--- config.mk ---
export PLATFORM = sky130hd
export DESIGN_NAME = imem_fetch_ctrl
export DESIGN_NICKNAME = d
export VERILOG_FILES = /design/src/rtl/fetch_pkg.sv /design/src/rtl/fetch_pc_gen.sv /design/src/rtl/imem_fetch_ctrl.sv
export SDC_FILE = /design/constraint.sdc
export NUM_CORES = 1
export LEC_CHECK = 0
export CAP_MARGIN = 20
export CORE_ASPECT_RATIO = 1.25
export CORE_UTILIZATION = 45
export DETAILED_ROUTE_END_ITERATION = 6
export PLACE_DENSITY = 0.83
export SLEW_MARGIN = 20
export SYNTH_ARGS = -nofsm -noshare
export SYNTH_HDL_FRONTEND = slang
export SYNTH_SLANG_ARGS = --single-unit
--- constraint.sdc ---
create_clock -name clk -period 5.2 [get_ports clk]
set_input_delay 1.04 -clock clk [delete_from_list [all_inputs] [get_ports clk]]
set_output_delay 1.04 -clock clk [all_outputs]
set_load 0.005 [all_outputs]
--- src/rtl/fetch_pkg.sv ---
// Shared types for the instruction fetch controller.
//   state_e     : controller state encoding
//   pc_sel_e    : next-pc source select driven into fetch_pc_gen
//   status_t    : registered busy/done/err flags
//   state_status: maps a state to the status flags it presents
package fetch_pkg;

  localparam int INST_BYTES = 4;
  localparam int COUNT_W    = 16;

  typedef enum logic [2:0] {
    S_IDLE  = 3'd0,
    S_RUN   = 3'd1,
    S_DRAIN = 3'd2,
    S_DONE  = 3'd3,
    S_ERR   = 3'd4
  } state_e;

  typedef enum logic [1:0] {
    PC_HOLD  = 2'd0,
    PC_INC   = 2'd1,
    PC_REDIR = 2'd2
  } pc_sel_e;

  typedef struct packed {
    logic busy;
    logic done;
    logic err;
  } status_t;

  function automatic status_t state_status(state_e s);
    status_t st;
    st.busy = (s == S_RUN) || (s == S_DRAIN);
    st.done = (s == S_DONE);
    st.err  = (s == S_ERR);
    return st;
  endfunction

endpackage

--- src/rtl/fetch_pc_gen.sv ---
// Next-pc generation for the fetch controller.
//   i_pc          : current pc
//   i_sel         : hold / +4 / redirect
//   i_redirect_pc : branch target
//   o_next_pc     : selected next pc
//   o_target_ok   : redirect target is word aligned and inside the program
//   o_last        : pc+4 reaches ADDR_LIMIT (current fetch is the final one)
module fetch_pc_gen
  import fetch_pkg::*;
#(
  parameter int               WIDTH      = 32,
  parameter logic [WIDTH-1:0] ADDR_LIMIT = WIDTH'(1024)
) (
  input  logic [WIDTH-1:0] i_pc,
  input  pc_sel_e          i_sel,
  input  logic [WIDTH-1:0] i_redirect_pc,
  output logic [WIDTH-1:0] o_next_pc,
  output logic             o_target_ok,
  output logic             o_last
);

  logic [WIDTH-1:0] w_pc_inc;

  assign w_pc_inc    = i_pc + WIDTH'(INST_BYTES);
  assign o_last      = (w_pc_inc == ADDR_LIMIT);
  assign o_target_ok = (i_redirect_pc[1:0] == 2'b00) && (i_redirect_pc < ADDR_LIMIT);

  always_comb begin
    o_next_pc = i_pc;
    case (i_sel)
      PC_INC:   o_next_pc = w_pc_inc;
      PC_REDIR: o_next_pc = i_redirect_pc;
      default:  o_next_pc = i_pc;
    endcase
  end

endmodule

--- src/rtl/imem_fetch_ctrl.sv ---
// Instruction fetch controller: owns the pc, reads the combinational
// instruction memory and offers one instruction at a time to decode over a
// valid/ready handshake. Handles stall, branch redirect, end of program and
// bad redirect targets.
//   clk, rst                 : clock, async active-high reset
//   start                    : begin fetching at RESET_PC (IDLE/DONE/ERR only)
//   imem_addr / imem_data    : memory address (= pc) and read word
//   inst_valid/ready/data/pc : output slot to decode
//   redirect_valid/pc        : taken branch and its target
//   busy / done / err        : RUN-or-DRAIN / DONE / ERR
//   fetch_count              : handshakes since start, saturating
module imem_fetch_ctrl
  import fetch_pkg::*;
#(
  parameter int               WIDTH      = 32,
  parameter logic [WIDTH-1:0] RESET_PC   = '0,
  parameter logic [WIDTH-1:0] ADDR_LIMIT = WIDTH'(1024)
) (
  input  logic               clk,
  input  logic               rst,
  input  logic               start,
  output logic [WIDTH-1:0]   imem_addr,
  input  logic [WIDTH-1:0]   imem_data,
  output logic               inst_valid,
  input  logic               inst_ready,
  output logic [WIDTH-1:0]   inst_data,
  output logic [WIDTH-1:0]   inst_pc,
  input  logic               redirect_valid,
  input  logic [WIDTH-1:0]   redirect_pc,
  output logic               busy,
  output logic               done,
  output logic               err,
  output logic [COUNT_W-1:0] fetch_count
);

  state_e             r_state;
  status_t            r_status;
  logic [WIDTH-1:0]   r_pc;
  logic               r_inst_valid;
  logic [WIDTH-1:0]   r_inst_data;
  logic [WIDTH-1:0]   r_inst_pc;
  logic [COUNT_W-1:0] r_fetch_count;

  logic             w_accept;
  logic             w_slot_free;
  logic             w_active;
  logic             w_target_ok;
  logic             w_last;
  logic [WIDTH-1:0] w_next_pc;
  pc_sel_e          w_pc_sel;

  assign w_accept    = r_inst_valid & inst_ready;
  assign w_slot_free = ~r_inst_valid | inst_ready;
  assign w_active    = (r_state == S_RUN) || (r_state == S_DRAIN);

  // Redirect outranks both fetch and stall; DRAIN never advances the pc.
  always_comb begin
    w_pc_sel = PC_HOLD;
    if (w_active && redirect_valid) begin
      if (w_target_ok) w_pc_sel = PC_REDIR;
    end else if (r_state == S_RUN && w_slot_free) begin
      w_pc_sel = PC_INC;
    end
  end

  fetch_pc_gen #(
    .WIDTH      (WIDTH),
    .ADDR_LIMIT (ADDR_LIMIT)
  ) u_pc_gen (
    .i_pc          (r_pc),
    .i_sel         (w_pc_sel),
    .i_redirect_pc (redirect_pc),
    .o_next_pc     (w_next_pc),
    .o_target_ok   (w_target_ok),
    .o_last        (w_last)
  );

  always_ff @(posedge clk or posedge rst) begin
    if (rst) begin
      r_state       <= S_IDLE;
      r_status      <= '0;
      r_pc          <= RESET_PC;
      r_inst_valid  <= 1'b0;
      r_inst_data   <= '0;
      r_inst_pc     <= '0;
      r_fetch_count <= '0;
    end else begin
      // Handshake counting is state independent; start below overrides it.
      if (w_accept && (r_fetch_count != '1))
        r_fetch_count <= r_fetch_count + COUNT_W'(1);

      case (r_state)
        S_IDLE, S_DONE, S_ERR: begin
          if (start) begin
            r_pc          <= RESET_PC;
            r_inst_valid  <= 1'b0;
            r_fetch_count <= '0;
            if (RESET_PC >= ADDR_LIMIT) begin
              r_state  <= S_DONE;
              r_status <= state_status(S_DONE);
            end else begin
              r_state  <= S_RUN;
              r_status <= state_status(S_RUN);
            end
          end
        end

        S_RUN, S_DRAIN: begin
          if (redirect_valid) begin
            // Flush the held instruction; an accept this same cycle is
            // already counted above.
            r_inst_valid <= 1'b0;
            if (w_target_ok) begin
              r_pc     <= w_next_pc;
              r_state  <= S_RUN;
              r_status <= state_status(S_RUN);
            end else begin
              r_state  <= S_ERR;
              r_status <= state_status(S_ERR);
            end
          end else if (r_state == S_RUN) begin
            if (w_slot_free) begin
              r_inst_data  <= imem_data;
              r_inst_pc    <= r_pc;
              r_inst_valid <= 1'b1;
              r_pc         <= w_next_pc;
              if (w_last) begin
                r_state  <= S_DRAIN;
                r_status <= state_status(S_DRAIN);
              end
            end
          end else if (w_accept) begin
            r_inst_valid <= 1'b0;
            r_state      <= S_DONE;
            r_status     <= state_status(S_DONE);
          end
        end

        default: begin
          r_state  <= S_IDLE;
          r_status <= state_status(S_IDLE);
        end
      endcase
    end
  end

  assign imem_addr   = r_pc;
  assign inst_valid  = r_inst_valid;
  assign inst_data   = r_inst_data;
  assign inst_pc     = r_inst_pc;
  assign busy        = r_status.busy;
  assign done        = r_status.done;
  assign err         = r_status.err;
  assign fetch_count = r_fetch_count;

endmodule
==> flow_summary.yaml, run 1 <==
run_status:
  outcome: "complete, no violations"
detailed_routing:
  avgRoutedWirePerCell_um: 15.6
  via_count: 5810
  drt_iter0_drc: 441
  drc: 0
  ant_nets: 0
  viasPerCell: 5.48
  dr.pass1.iters: 5
  finalWirelength_um: 16500
sta:
  worst_pin_slew_ns: 1.15
  skew_ns: 0.0194
  max-slew-margin-rel_pct: 23.0
  setup_slack_ns: 1.52
  setup_viol: 0
  fmaxAchievable_ghz: 0.272
  tns_ns: 0
  final_hold_viol_count: 0
  finalCriticalPeriod_ns: 3.68
  post-route-period-util_pct: 70.8
  rsz0062_at_grt: "no"
  maxSlewViolCount: 0
clock_tree:
  cts.sinks: 118
  clock_path_buffers: 2
  numCtsBuffers: 17
  postCtsSetupRepairBufs: 0
  hold_buffers: 0
  clkSlewWorstSetupHoldPaths_ns: 0.05
  cts-resized-gates: 0
  cts_tree: "yes"
  cts-root-buf: "clkbuf_16"
  htree_levels: 4
  clk_latency_ns: 0.41
synth:
  async_flop_share_pct: 100
  synth_area_leaders: "dfrtp_1 49%, nand2_1 14%, o21ai_0 4.2%, nor2_1 3.6%, clkbuf_1 2.2%"
  ys_dominant_reg_cell: "dfrtp_1"
  syn_area_sq_um: 6010
  avgSynthCellArea_sq_um: 8.38
  yosysUniqueCellTypes: 60
  synthCells: 717
  synth_edf_count: 0
  synth_seq_cells: 118
  syn_nets: 789
  synth_top_area_share_pct: 49.1
  ys_seq_area_share_pct: 49.1
  synth_warnings: 0
  synth_area_leader_cell: "dfrtp_1"
layout:
  drive_gt1_share_pct: 5.60
  post-route-util_pct: 66.1
  fillers: 1061
  syn2layout_area_growth_pct: 41.2
  antennaDiodeCount: 0
  nNetsFinal: 952
die:
  die_y_um: 131
  start_util_pct: 46.8
  num_rows: 46
  dieArea_sq_um: 13800
  io_pins: 185
  core_area_sq_um: 12800
  die_x_um: 105
worst_setup_path:
  start_kind: "input port"
  crit_required_ns: 5.45
  critPathKind: "input port to register"
  critPathMaxFanout: 24
  critPathArrivalTime_ns: 3.93
  cp-end-kind: "register"
place:
  gp_congestion: 0.862
  port_buffers: 184
  dp_slack_ns: 1.30
  hpwlAfterDp_um: 11000
global_route:
  grt_max_degree: 67
  antenna_found_initial: 0
  grt_pass1_wl_um: 27200
  grt.total_usage_pct: 24.4
  grt_overflow: 0
  first_global_vias: 5584
power:
  p_per_area_nw_per_um2: 382
  total_power_w: 0.00324
  total_leakage_power_nw: 3.65
  ir_worst_vdd_mv: 0.258
worst_hold_path:
  hold_class: "register to register"
run:
  maxCapViolations: 0
-- cell type report --
class	count	area (sq um)	share of cell area, %
Timing Repair Buffer	189	1880	22.1
Inverter	9	36.3	0.428
Tap cell	168	210	2.48
Sequential cell	118	2950	34.8
Clock inverter	9	77.6	0.914
Clock buffer	23	468	5.51
Multi-Input combinational cell	545	2860	33.7
-- logic make-up (layout without fill, tap and decap cells) --
family                     count (synthesis)  in the layout  share of synthesized area (%)
and+or+nand+nor                          397            397                           30.2
muxes                                      4              4                          0.687
DFF                                      118            118                           49.1
AOI/OAI and AO/OA                        120            120                           12.6
xor gates and xnor gates                  21             21                           3.18
adders and majority gates                  3              3                          0.625
buffers and inverters                     54            230                           3.58
-- worst paths after layout --
path / start / to / slack (ns) / cells past startpoint
worst max-delay path: redirect_pc[28] / imem_addr[21] / 1.52 / 8
worst min-delay path: inst_data[30] / inst_data[30] / 0.47 / 2
worst max register to register: imem_addr[3] / done / 2.05 / 8
worst min register to register: inst_data[30] / inst_data[30] / 0.47 / 2
max in group asynchronous: rst / r_state[0] / 3.13 / 3
min in group asynchronous: rst / fetch_count[5] / 1.17 / 2
-- per-layer routing --
layer | wire length, um | track usage [%]
met1 | 6870 | 30.9
met2 | 8390 | 41.0
met3 | 930 | 5.80
met4 | 325 | 7.90
met5 | 0 | 0
-- flip-flops by register name, indices dropped and copies added (netlist names) --
name,count
imem_addr,32
inst_data,32
inst_pc,32
fetch_count,16
r_state,2
busy,1
done,1
err,1
inst_valid,1
-- stage by stage --
step | area [sq um] | hold slack, ns | cells
2_1_floorplan | 6010 | 0.470 | 717
3_3_place_gp | 7940 | 0.457 | 1029
3_5_place_dp | 7940 | 0.461 | 1029
4_1_cts | 8490 | 0.474 | 1061
5_1_grt | 8490 | 0.493 | 1061
6_report | 8490 | 0.469 | 1061
-- placed cells by master, fill, tap and decap left out, types with 8 or more instances in the layout --
cell,count
a21oi_1,15
nor2_1,58
clkdlybuf4s50_1,184
dfrtp_1,118
inv_1,8
clkbuf_16,17
nand2_1,224
xnor2_1,12
a31oi_1,9
nand4_1,14
xor2_1,8
nand3_1,23
nor3_1,12
o31ai_1,9
nor4_1,8
o21ai_0,51
-- cells in the mapped netlist, drive strengths merged (2+ instances only) --
library cell	number
a2111oi	2
a211oi	3
a21boi	3
a21oi	15
a22oi	2
a311oi	2
a31oi	9
and2	5
and3	7
and4	8
buf	10
clkbuf	35
dfrtp	118
ha	3
inv	9
mux2i	3
nand2	225
nand2b	3
nand3	25
nand3b	4
nand4	14
nor2	58
nor2b	7
nor3	12
nor4	11
o21a	2
o21ai	52
o31a	4
o31ai	9
o32ai	2
o41ai	7
or2	2
or3	6
or4	5
xnor2	13
xor2	8
-- worst max-delay path, stage by stage --
cell,delay [ns]
clkdlybuf4s50_1,0.39
or4_1,0.51
nor2_1,0.25
nand3_1,0.38
nand2_1,0.85
nor2_1,0.10
o21ai_0,0.27
o41ai_1,0.14
-- power by group --
group	switching, W	internal (W)	total (W)	leakage, nW
sequential	0.000118	0.00107	0.00119	1.59
clock	0.000401	0.000677	0.00108	0.263
combinational	0.000513	0.000460	0.000974	1.80
total	0.00103	0.00221	0.00324	3.65
(Power assumes the default switching activity.)
==> run 2: changes to the inputs <==
==> constraint.sdc (replaced) <==
create_clock -name clk -period 3.78 [get_ports clk]
set_input_delay 0.756 -clock clk [delete_from_list [all_inputs] [get_ports clk]]
set_output_delay 0.756 -clock clk [all_outputs]
set_load 0.005 [all_outputs]
==> run 2 against run 1 <==
Sequential power rose by 38%. Final area rose by 2.1%. Clock skew fell by 0.010 ns. Combinational power rose by 41%. Critical endpoint is now done.
==> flow_summary.yaml, run 2 (synthesized netlist as in run 1, its figures left out) <==
run_status:
  outcome: "complete, no violations"
sta:
  rsz0062_at_grt: "no"
  final_hold_viol_count: 0
  tns_ns: 0
  max-slew-margin-rel_pct: 42.1
  maxSlewViolCount: 0
  worst_pin_slew_ns: 0.847
  setup_viol: 0
  skew_ns: 0.00928
  fin_hold_ws_ns: 0.469
  post-route-period-util_pct: 80.4
  finalCriticalPeriod_ns: 3.04
  fmaxAchievable_ghz: 0.329
global_route:
  grt_max_degree: 67
  grt.total_usage_pct: 25.1
  first_global_vias: 5722
  grt_overflow: 0
  grt_pass1_wl_um: 28000
  antenna_found_initial: 0
clock_tree:
  clkSlewWorstSetupHoldPaths_ns: 0.06
  clock_path_buffers: 2
  hold_buffers: 0
  cts-root-buf: "clkbuf_16"
  postCtsSetupRepairBufs: 0
  cts.sinks: 118
  htree_levels: 4
  numCtsBuffers: 17
  cts_tree: "yes"
  cts-resized-gates: 0
  clk_latency_ns: 0.41
layout:
  final_cell_mix: "224 x nand2_1, 184 x clkdlybuf4s50_1, 118 x dfrtp_1"
  nNetsFinal: 961
  layout_commonest_cell: "nand2_1"
  antennaDiodeCount: 0
  syn2layout_area_growth_pct: 44.1
  seqCellArea_sq_um: 2950
  finalNonFillerCells: 1070
  fillers: 1038
  multi_input_area_sq_um: 2880
  drive_gt1_share_pct: 7.10
power:
  p_per_area_nw_per_um2: 542
  total_power_w: 0.00469
  total_leakage_power_nw: 3.73
  ir_worst_vdd_mv: 0.305
run:
  maxCapViolations: 0
die:
  start_util_pct: 46.8
  dieArea_sq_um: 13800
  die_y_um: 131
  io_pins: 185
  core_area_sq_um: 12800
  die_x_um: 105
  num_rows: 46
worst_setup_path:
  critPathMaxFanout: 14
  reg2reg_from: "imem_addr[9]"
  reg2reg_slack_ns: 0.74
  cp-end-kind: "register"
  critPathLaunch: "imem_addr[9]"
  critPathArrivalTime_ns: 3.34
  critPathKind: "register to register"
  crit_required_ns: 4.08
  r2r_cells: 7
  rr_endpoint: "done"
  start_kind: "register"
worst_hold_path:
  min-delay-start: "inst_data[25]"
  hold_class: "register to register"
  hold_path_depth: 2
  holdPathEnd: "inst_data[25]"
place:
  dp.cells: 1038
  hpwlAfterDp_um: 11400
  port_buffers: 184
  gp_congestion: 0.855
detailed_routing:
  viasPerCell: 5.46
  via_count: 5838
  drt_iter0_drc: 380
  finalWirelength_um: 16700
  ant_nets: 0
  drc: 0
  dr.pass1.iters: 4
  avgRoutedWirePerCell_um: 15.6
[run 2: cell count changes in the layout (fill, tap and decap cells not counted), moves of 2 or more]
cell / before / now
clkbuf_8: 2 / 0
clkinv_2: 5 / 1
clkbuf_1: 4 / 0
bufinv_16: 1 / 3
buf_4: 5 / 12
inv_6: 0 / 7
buf_12: 0 / 2
clkinv_4: 0 / 2
[run 2: stage by stage]
stage / utilization, % / setup WS (ns) / area [sq um]
after floorplan: - / 1.16 / 6010
after global placement: 62.6 / 0.592 / 8030
after detailed placement: 62.6 / 0.549 / 8030
after CTS: 67.4 / 0.779 / 8650
after global routing: 67.5 / 0.552 / 8660
final: 67.5 / 0.739 / 8660
[run 2: layer usage]
layer / vias up / track usage [%] / wire length, um
li1: 2811 / - / -
met1: 2800 / 30.1 / 6950
met2: 193 / 43.7 / 8690
met3: 34 / 5.56 / 771
met4: 0 / 9.15 / 314
met5: - / 0 / 0
[run 2: area by class of cell]
cell class,instances,area share (%)
Clock inverter,15,2.18
Inverter,9,0.433
Clock buffer,17,4.91
Tap cell,168,2.43
Multi-Input combinational cell,545,33.2
Sequential cell,118,34.1
Timing Repair Buffer,198,22.8
[run 2: worst max-delay path: stages, from the launching register on]
cell	delay (ns)
dfrtp_1	0.65
nand2_1	0.27
or4_1	0.61
a2111oi_0	0.53
nand4_1	0.18
and4b_1	0.32
nand3_1	0.13
a31o_1	0.25
[run 2: power by group]
| group | leakage [nW] | total [W] | internal [W] | switching [W] |
|---|---|---|---|---|
| sequential | 1.59 | 0.00164 | 0.00148 | 0.000166 |
| combinational | 1.85 | 0.00137 | 0.000657 | 0.000716 |
| clock | 0.296 | 0.00168 | 0.00105 | 0.000625 |
| total | 3.73 | 0.00469 | 0.00319 | 0.00151 |
[run 2: worst max-delay path by stage]
| stage | to | slack [ns] | cells after the start |
|---|---|---|---|
| floorplan | imem_addr[29] | 1.16 | 8 |
| global route | done | 0.55 | 7 |
| global placement | imem_addr[8] | 0.59 | 8 |
| CTS | done | 0.78 | 7 |
| finish | done | 0.74 | 7 |
| detailed placement | imem_addr[4] | 0.55 | 8 |
